**config.mk**
```make
export PLATFORM = sky130hd
export DESIGN_NAME = fir_prog
export DESIGN_NICKNAME = d
export VERILOG_FILES = /design/src/rtl/fir_pkg.sv /design/src/rtl/fir_tap.sv /design/src/rtl/fir_prog.sv
export SDC_FILE = /design/constraint.sdc
export NUM_CORES = 2
export LEC_CHECK = 0
export ABC_AREA = 1
export BUFFER_PORTS_ARGS = -buffer_cell sky130_fd_sc_hd__clkbuf_2
export CAP_MARGIN = 20
export CORE_MARGIN = 10
export CORE_UTILIZATION = 27
export DETAILED_ROUTE_END_ITERATION = 10
export PLACE_DENSITY = 0.45
export SYNTH_ARGS = -nofsm -noshare
export SYNTH_HDL_FRONTEND = slang
export SYNTH_SLANG_ARGS = --single-unit
export TNS_END_PERCENT = 100
```
**constraint.sdc**
```tcl
create_clock -name clk -period 42.6 [get_ports clk]
set_input_delay 8.52 -clock clk [delete_from_list [all_inputs] [get_ports clk]]
set_output_delay 8.52 -clock clk [all_outputs]
set_load 0.01 [all_outputs]
```
**src/rtl/fir_pkg.sv**
```systemverilog
// Shared constants and elaboration-time helpers for the programmable FIR filter.
package fir_pkg;

    function automatic int clog2(input int n);
        int r;
        r = 0;
        for (int v = n - 1; v > 0; v = v >>> 1) begin
            r++;
        end
        return r;
    endfunction

    // Wide enough that summing NTAPS full-scale products can never wrap.
    function automatic int acc_width(input int din_w, input int coef_w, input int ntaps);
        return din_w + coef_w + clog2(ntaps);
    endfunction

    localparam int DEF_TAPS = 13;
    localparam int DEF_COEF13 [DEF_TAPS] = '{-1, 2, 2, -9, -3, 38, 67, 38, -3, -9, 2, 2, -1};

endpackage

```
**src/rtl/fir_tap.sv**
```systemverilog
// One transposed-form tap: registers coef*x plus the partial sum from the tap after it.
module fir_tap
    import fir_pkg::*;
#(
    parameter int DIN_W  = 8,
    parameter int COEF_W = 8,
    parameter int ACC_W  = 20
) (
    input  logic                     clk,
    input  logic                     reset,
    input  logic                     en_i,
    input  logic                     flush_i,
    input  logic signed [DIN_W-1:0]  x_i,
    input  logic signed [COEF_W-1:0] coef_i,
    input  logic signed [ACC_W-1:0]  sum_i,
    output logic signed [ACC_W-1:0]  sum_o
);

    localparam int PW = DIN_W + COEF_W;

    logic signed [PW-1:0]    prod;
    logic signed [ACC_W-1:0] sum_d;
    logic signed [ACC_W-1:0] sum_q;

    assign prod  = x_i * coef_i;
    assign sum_d = {{(ACC_W-PW){prod[PW-1]}}, prod} + sum_i;

    always_ff @(posedge clk or posedge reset) begin
        if (reset) begin
            sum_q <= '0;
        end else if (flush_i) begin
            sum_q <= '0;
        end else if (en_i) begin
            sum_q <= sum_d;
        end
    end

    assign sum_o = sum_q;

endmodule

```
**src/rtl/fir_prog.sv**
```systemverilog
// Programmable transposed-form FIR with shadow/active coefficient banks,
// half-up rounding, output saturation and a sticky saturation flag.
module fir_prog
    import fir_pkg::*;
#(
    parameter int NTAPS  = 13,
    parameter int DIN_W  = 8,
    parameter int COEF_W = 8,
    parameter int DOUT_W = 16,
    parameter int SHIFT  = 0
) (
    input  logic                      clk,
    input  logic                      reset,
    input  logic signed [DIN_W-1:0]   din,
    input  logic                      din_valid,
    input  logic                      flush,
    input  logic                      coef_wr,
    input  logic [clog2(NTAPS)-1:0]   coef_addr,
    input  logic signed [COEF_W-1:0]  coef_data,
    input  logic                      coef_commit,
    output logic signed [DOUT_W-1:0]  dout,
    output logic                      dout_valid,
    output logic                      sat_flag,
    input  logic                      sat_clr
);

    localparam int ACC_W = acc_width(DIN_W, COEF_W, NTAPS);
    localparam int PW    = DIN_W + COEF_W;
    // One guard bit above the accumulator absorbs the rounding increment.
    localparam int RW    = (ACC_W + 1 > DOUT_W + 1) ? ACC_W + 1 : DOUT_W + 1;
    localparam int SH1   = (SHIFT > 0) ? SHIFT - 1 : 0;
    localparam logic signed [RW-1:0] ONE  = {{(RW-1){1'b0}}, 1'b1};
    localparam logic signed [RW-1:0] RND  = (SHIFT > 0) ? (ONE << SH1) : '0;
    localparam logic signed [RW-1:0] MAXV = {{(RW-DOUT_W+1){1'b0}}, {(DOUT_W-1){1'b1}}};
    localparam logic signed [RW-1:0] MINV = {{(RW-DOUT_W+1){1'b1}}, {(DOUT_W-1){1'b0}}};

    function automatic logic signed [COEF_W-1:0] def_coef(input int k);
        if (NTAPS == DEF_TAPS) return COEF_W'(DEF_COEF13[k]);
        return (k == 0) ? COEF_W'(1) : '0;
    endfunction

    function automatic logic signed [RW-1:0] round_shift(input logic signed [ACC_W-1:0] a);
        logic signed [RW-1:0] t;
        t = {{(RW-ACC_W){a[ACC_W-1]}}, a};
        t = t + RND;
        return t >>> SHIFT;
    endfunction

    function automatic logic signed [DOUT_W-1:0] saturate(input logic signed [RW-1:0] v);
        if (v > MAXV) return MAXV[DOUT_W-1:0];
        if (v < MINV) return MINV[DOUT_W-1:0];
        return v[DOUT_W-1:0];
    endfunction

    function automatic logic is_sat(input logic signed [RW-1:0] v);
        return (v > MAXV) || (v < MINV);
    endfunction

    logic signed [COEF_W-1:0] shadow_q [NTAPS];
    logic signed [COEF_W-1:0] shadow_d [NTAPS];
    logic signed [COEF_W-1:0] active_q [NTAPS];

    // A write in the commit cycle must land in the copy, so commit takes shadow_d.
    always_comb begin
        shadow_d = shadow_q;
        if (coef_wr && (int'(coef_addr) < NTAPS)) begin
            shadow_d[coef_addr] = coef_data;
        end
    end

    always_ff @(posedge clk or posedge reset) begin
        if (reset) begin
            for (int k = 0; k < NTAPS; k++) begin
                shadow_q[k] <= def_coef(k);
                active_q[k] <= def_coef(k);
            end
        end else begin
            shadow_q <= shadow_d;
            if (coef_commit) begin
                active_q <= shadow_d;
            end
        end
    end

    logic signed [ACC_W-1:0] sum [1:NTAPS];

    assign sum[NTAPS] = '0;

    for (genvar k = 1; k < NTAPS; k++) begin : g_tap
        fir_tap #(
            .DIN_W  (DIN_W),
            .COEF_W (COEF_W),
            .ACC_W  (ACC_W)
        ) u_tap (
            .clk     (clk),
            .reset   (reset),
            .en_i    (din_valid),
            .flush_i (flush),
            .x_i     (din),
            .coef_i  (active_q[k]),
            .sum_i   (sum[k+1]),
            .sum_o   (sum[k])
        );
    end

    logic signed [PW-1:0]     prod0;
    logic signed [ACC_W-1:0]  acc;
    logic signed [RW-1:0]     rs;
    logic signed [DOUT_W-1:0] dout_d, dout_q;
    logic                     vld_d, vld_q;
    logic                     sat_d, sat_q;

    assign prod0 = din * active_q[0];
    assign acc   = {{(ACC_W-PW){prod0[PW-1]}}, prod0} + sum[1];
    assign rs    = round_shift(acc);

    always_comb begin
        dout_d = dout_q;
        vld_d  = 1'b0;
        sat_d  = sat_q;
        if (flush) begin
            dout_d = '0;
        end else if (din_valid) begin
            dout_d = saturate(rs);
            vld_d  = 1'b1;
        end
        // Setting beats clearing when both happen in one cycle.
        if (din_valid && !flush && is_sat(rs)) begin
            sat_d = 1'b1;
        end else if (sat_clr) begin
            sat_d = 1'b0;
        end
    end

    always_ff @(posedge clk or posedge reset) begin
        if (reset) begin
            dout_q <= '0;
            vld_q  <= 1'b0;
            sat_q  <= 1'b0;
        end else begin
            dout_q <= dout_d;
            vld_q  <= vld_d;
            sat_q  <= sat_d;
        end
    end

    assign dout       = dout_q;
    assign dout_valid = vld_q;
    assign sat_flag   = sat_q;

endmodule

```
==> key figures <==
Worst hold path
  – Worst min path class: flip-flop to flip-flop

Global routing
  – GR Layer Usage met3: 0.0178
  – Total gr overflow: 0
  – GR Util met2: 0.238
  – Initial antenna violation count: 4
  – Vias in the first global route: 50700
  – First-pass GRT wire length: 288000 um
  – Largest net degree at the start of global routing: 130
  – Total track usage: 0.145
  – GR peak layer: met2
  – Met1 Use GR: 0.204

Worst setup path
  – Startpoint class of the critical path: input pin
  – Worst EP required: 43.20 ns
  – Max stage delay cell, worst path: buf_4
  – Arr. time, crit path: 15.71 ns
  – Class of the most critical setup path: input pin to flip-flop
  – CP Capture Type: flip-flop
  – CP max FO: 60
  – Most frequent CP cell: nand2_1
  – Crit path largest cell delay: 0.78 ns

Route
  – Via count: 48600
  – Detailed Route Iter0 Violations: 2743
  – Remaining antenna violation count after routing: 0
  – Drt drc: 0
  – Drt wl/cell: 16.3 um
  – Drt pass-1 iters: 5
  – Drt total wl: 177000 um
  – Via/cell ratio: 4.48

Final layout
  – FF/Latch Area: 0.0117 mm^2
  – Footprint of the multi-input gates: 0.0419 mm^2
  – Nets: 9158
  – # fillers: 24500
  – Share of cells above drive strength 1: 0.0536
  – Area grow syn2layout: 8.83%

STA
  – Slew Limit Headroom: 0.276
  – Least-Margin Pin Slew: 1.09 ns
  – Period utilization: 0.355
  – Setup_tns: 0 ns
  – Setup violators final: 0
  – RSZ-0062 raised after global routing: no
  – Hold Vio Cnt, Final: 0
  – Layout Skew: 0.0398 ns
  – Final hold slack: 0.481 ns
  – Min cycle time layout: 15.11 ns
  – Fmax: 66.2 MHz
  – Max-slew violations: 0

Clock tree
  – Cts bufs inserted: 66
  – # Post-CTS Setup Buffers: 0
  – Clk buf depth: 3
  – H-tree levels: 3
  – CTS tree: done
  – Post-CTS Hold Fix Bufs: 0
  – Worst skew pair latency: 0.68 ns
  – Sinks on Clock Net: 462
  – Clock Pin Slew Worst Setup and Hold Paths: 0.06 ns
  – Clk root buf: clkbuf_16
  – Resized cells post-CTS: 0

Placement
  – Port bufs: 44
  – Detail Placement HPWL: 138000 um
  – Gpl congestion: 0.844

Yosys
  – Seq/Total Area, Yosys: 0.191
  – Post-Synthesis Cells: 7936
  – Syn nets: 9294
  – Synth Warn #: 0
  – Seq cells post-synth: 462
  – Avg Inst Size Synth: 7.73 um^2
  – Count of distinct cell types in the synthesized netlist: 44
  – Netlist Area Pre-Place: 0.0614 mm^2

Die
  – Total Die Area: 0.247 mm^2
  – Initial core utilization: 0.272
  – Area of the core: 0.226 mm^2
  – I/O Pins: 45
  – Die Span Y: 497 um
  – Die Wd: 497 um
  – Row cnt: 174

Flow run
  – Max-cap violations: 0

Status
  – Outcome: finished clean
==> metal layers <==
layer  up-vias  routed length (um)
met5         -                   0
met2       803               80300
met4         0                4370
met3       182                6470
li1      24100                   -
met1     23600               85900
==> final cells by class <==
| class | count | share of cell area |
|---|---|---|
| timing repair buffer | 81 | 0.00918 |
| tap | 2992 | 0.0561 |
| clock inverter | 35 | 0.00562 |
| sequential | 462 | 0.175 |
| clock buffer | 85 | 0.0269 |
| inverter | 1766 | 0.0994 |
| multi-input combinational | 5423 | 0.628 |
| antenna | 3 | 0.000112 |
==> cells in the final DEF, fill, tap and decap left out, types with 16 or more instances in the layout <==
master     count
xnor2_1      103
clkbuf_16     68
xor2_1       147
a21o_1        32
inv_1       1763
a21boi_0      19
dfstp_2      114
ha_1         604
nand3_1      218
nor3_1        41
nand4_1       46
mux2_2        91
a21oi_1      445
clkbuf_2      35
buf_4         40
nand2_1     2031
dfrtp_1      348
nor2_1       273
o31ai_1       38
nor4_1        16
fa_1         727
o21bai_1      38
o21ai_0      430
==> stage by stage <==
step | instance area [um^2] | instances | utilization | worst slack [ns]
after global routing | 66800 | 10800 | 0.296 | 26.90
after detailed placement | 64600 | 10700 | 0.286 | 26.76
final | 66800 | 10800 | 0.296 | 27.49
after CTS | 66800 | 10800 | 0.296 | 27.50
after floorplan | 61400 | 7936 | - | 21.39
after global placement | 64500 | 10700 | 0.286 | 26.55
==> logic make-up after synthesis <==
family	count (synthesis)	share of synthesized area
buffers and inverters	2051	0.127
flip-flops	462	0.191
AO/OA/AOI/OAI	1087	0.0972
XOR/XNOR	250	0.0357
adder cells (fa/ha/maj)	1331	0.360
multiplexers	91	0.0167
AND/OR/NAND/NOR	2664	0.173
==> cell usage after synthesis, drive strengths merged <==
cell,number,area [um^2]
o21ai,440,2200
a221oi,2,17.5
dfrtp,348,8710
nand3,221,1120
ha,604,7560
o22ai,13,81.3
mux2,91,1020
buf,32,169
nand4,46,288
o2111ai,5,43.8
nand2,2037,7660
fa,727,14600
o211ai,14,105
or2,8,50.1
xor2,147,1290
a21o,32,240
nor3,42,215
nor4,16,100
a31oi,15,93.8
a21boi,19,143
o21bai,38,285
nor2,280,1070
nand3b,9,67.6
a22o,15,131
dfstp,114,3000
inv,1766,6630
o31ai,39,298
and3,2,12.5
xnor2,103,902
nor3b,3,22.5
a32o,9,90.1
a21oi,445,2230
clkbuf,253,970
o221ai,1,8.76
==> flip-flops by register name, summed over array words and instances (netlist names) <==
register / flops
dout_valid: 1
active_q: 104
dout: 16
shadow_q: 104
sat_flag: 1
g_tap.u_tap.sum_o: 236
==> final timing paths <==
path	start	end	slack, ns	cells after the start
worst max-delay path	din[6]	g_tap[3].u_tap.sum_o[19]$_DFFE_PP0P_	27.49	28
worst min-delay path	shadow_q[72]$_DFF_PP1_	shadow_q[72]$_DFF_PP1_	0.48	2
worst max register to register	active_q[98]$_DFFE_PP1P_	dout[7]$_DFFE_PP0P_	36.27	28
worst min register to register	shadow_q[72]$_DFF_PP1_	shadow_q[72]$_DFF_PP1_	0.48	2
max in group asynchronous	reset	g_tap[6].u_tap.sum_o[19]$_DFFE_PP0P_	32.33	4
min in group asynchronous	reset	shadow_q[10]$_DFF_PP0_	7.97	2
==> critical path: cells and delay by family <==
kind                       cells  cell delay, ns
and+or+nand+nor               12            1.35
xor gates and xnor gates       2            0.74
buffers and inverters          7            2.16
AOI/OAI and AO/OA              1            0.15
adders and majority gates      6            2.59
Power is not shown: default switching activity piles up to over one toggle a cycle in this logic, so the estimate is an artifact.
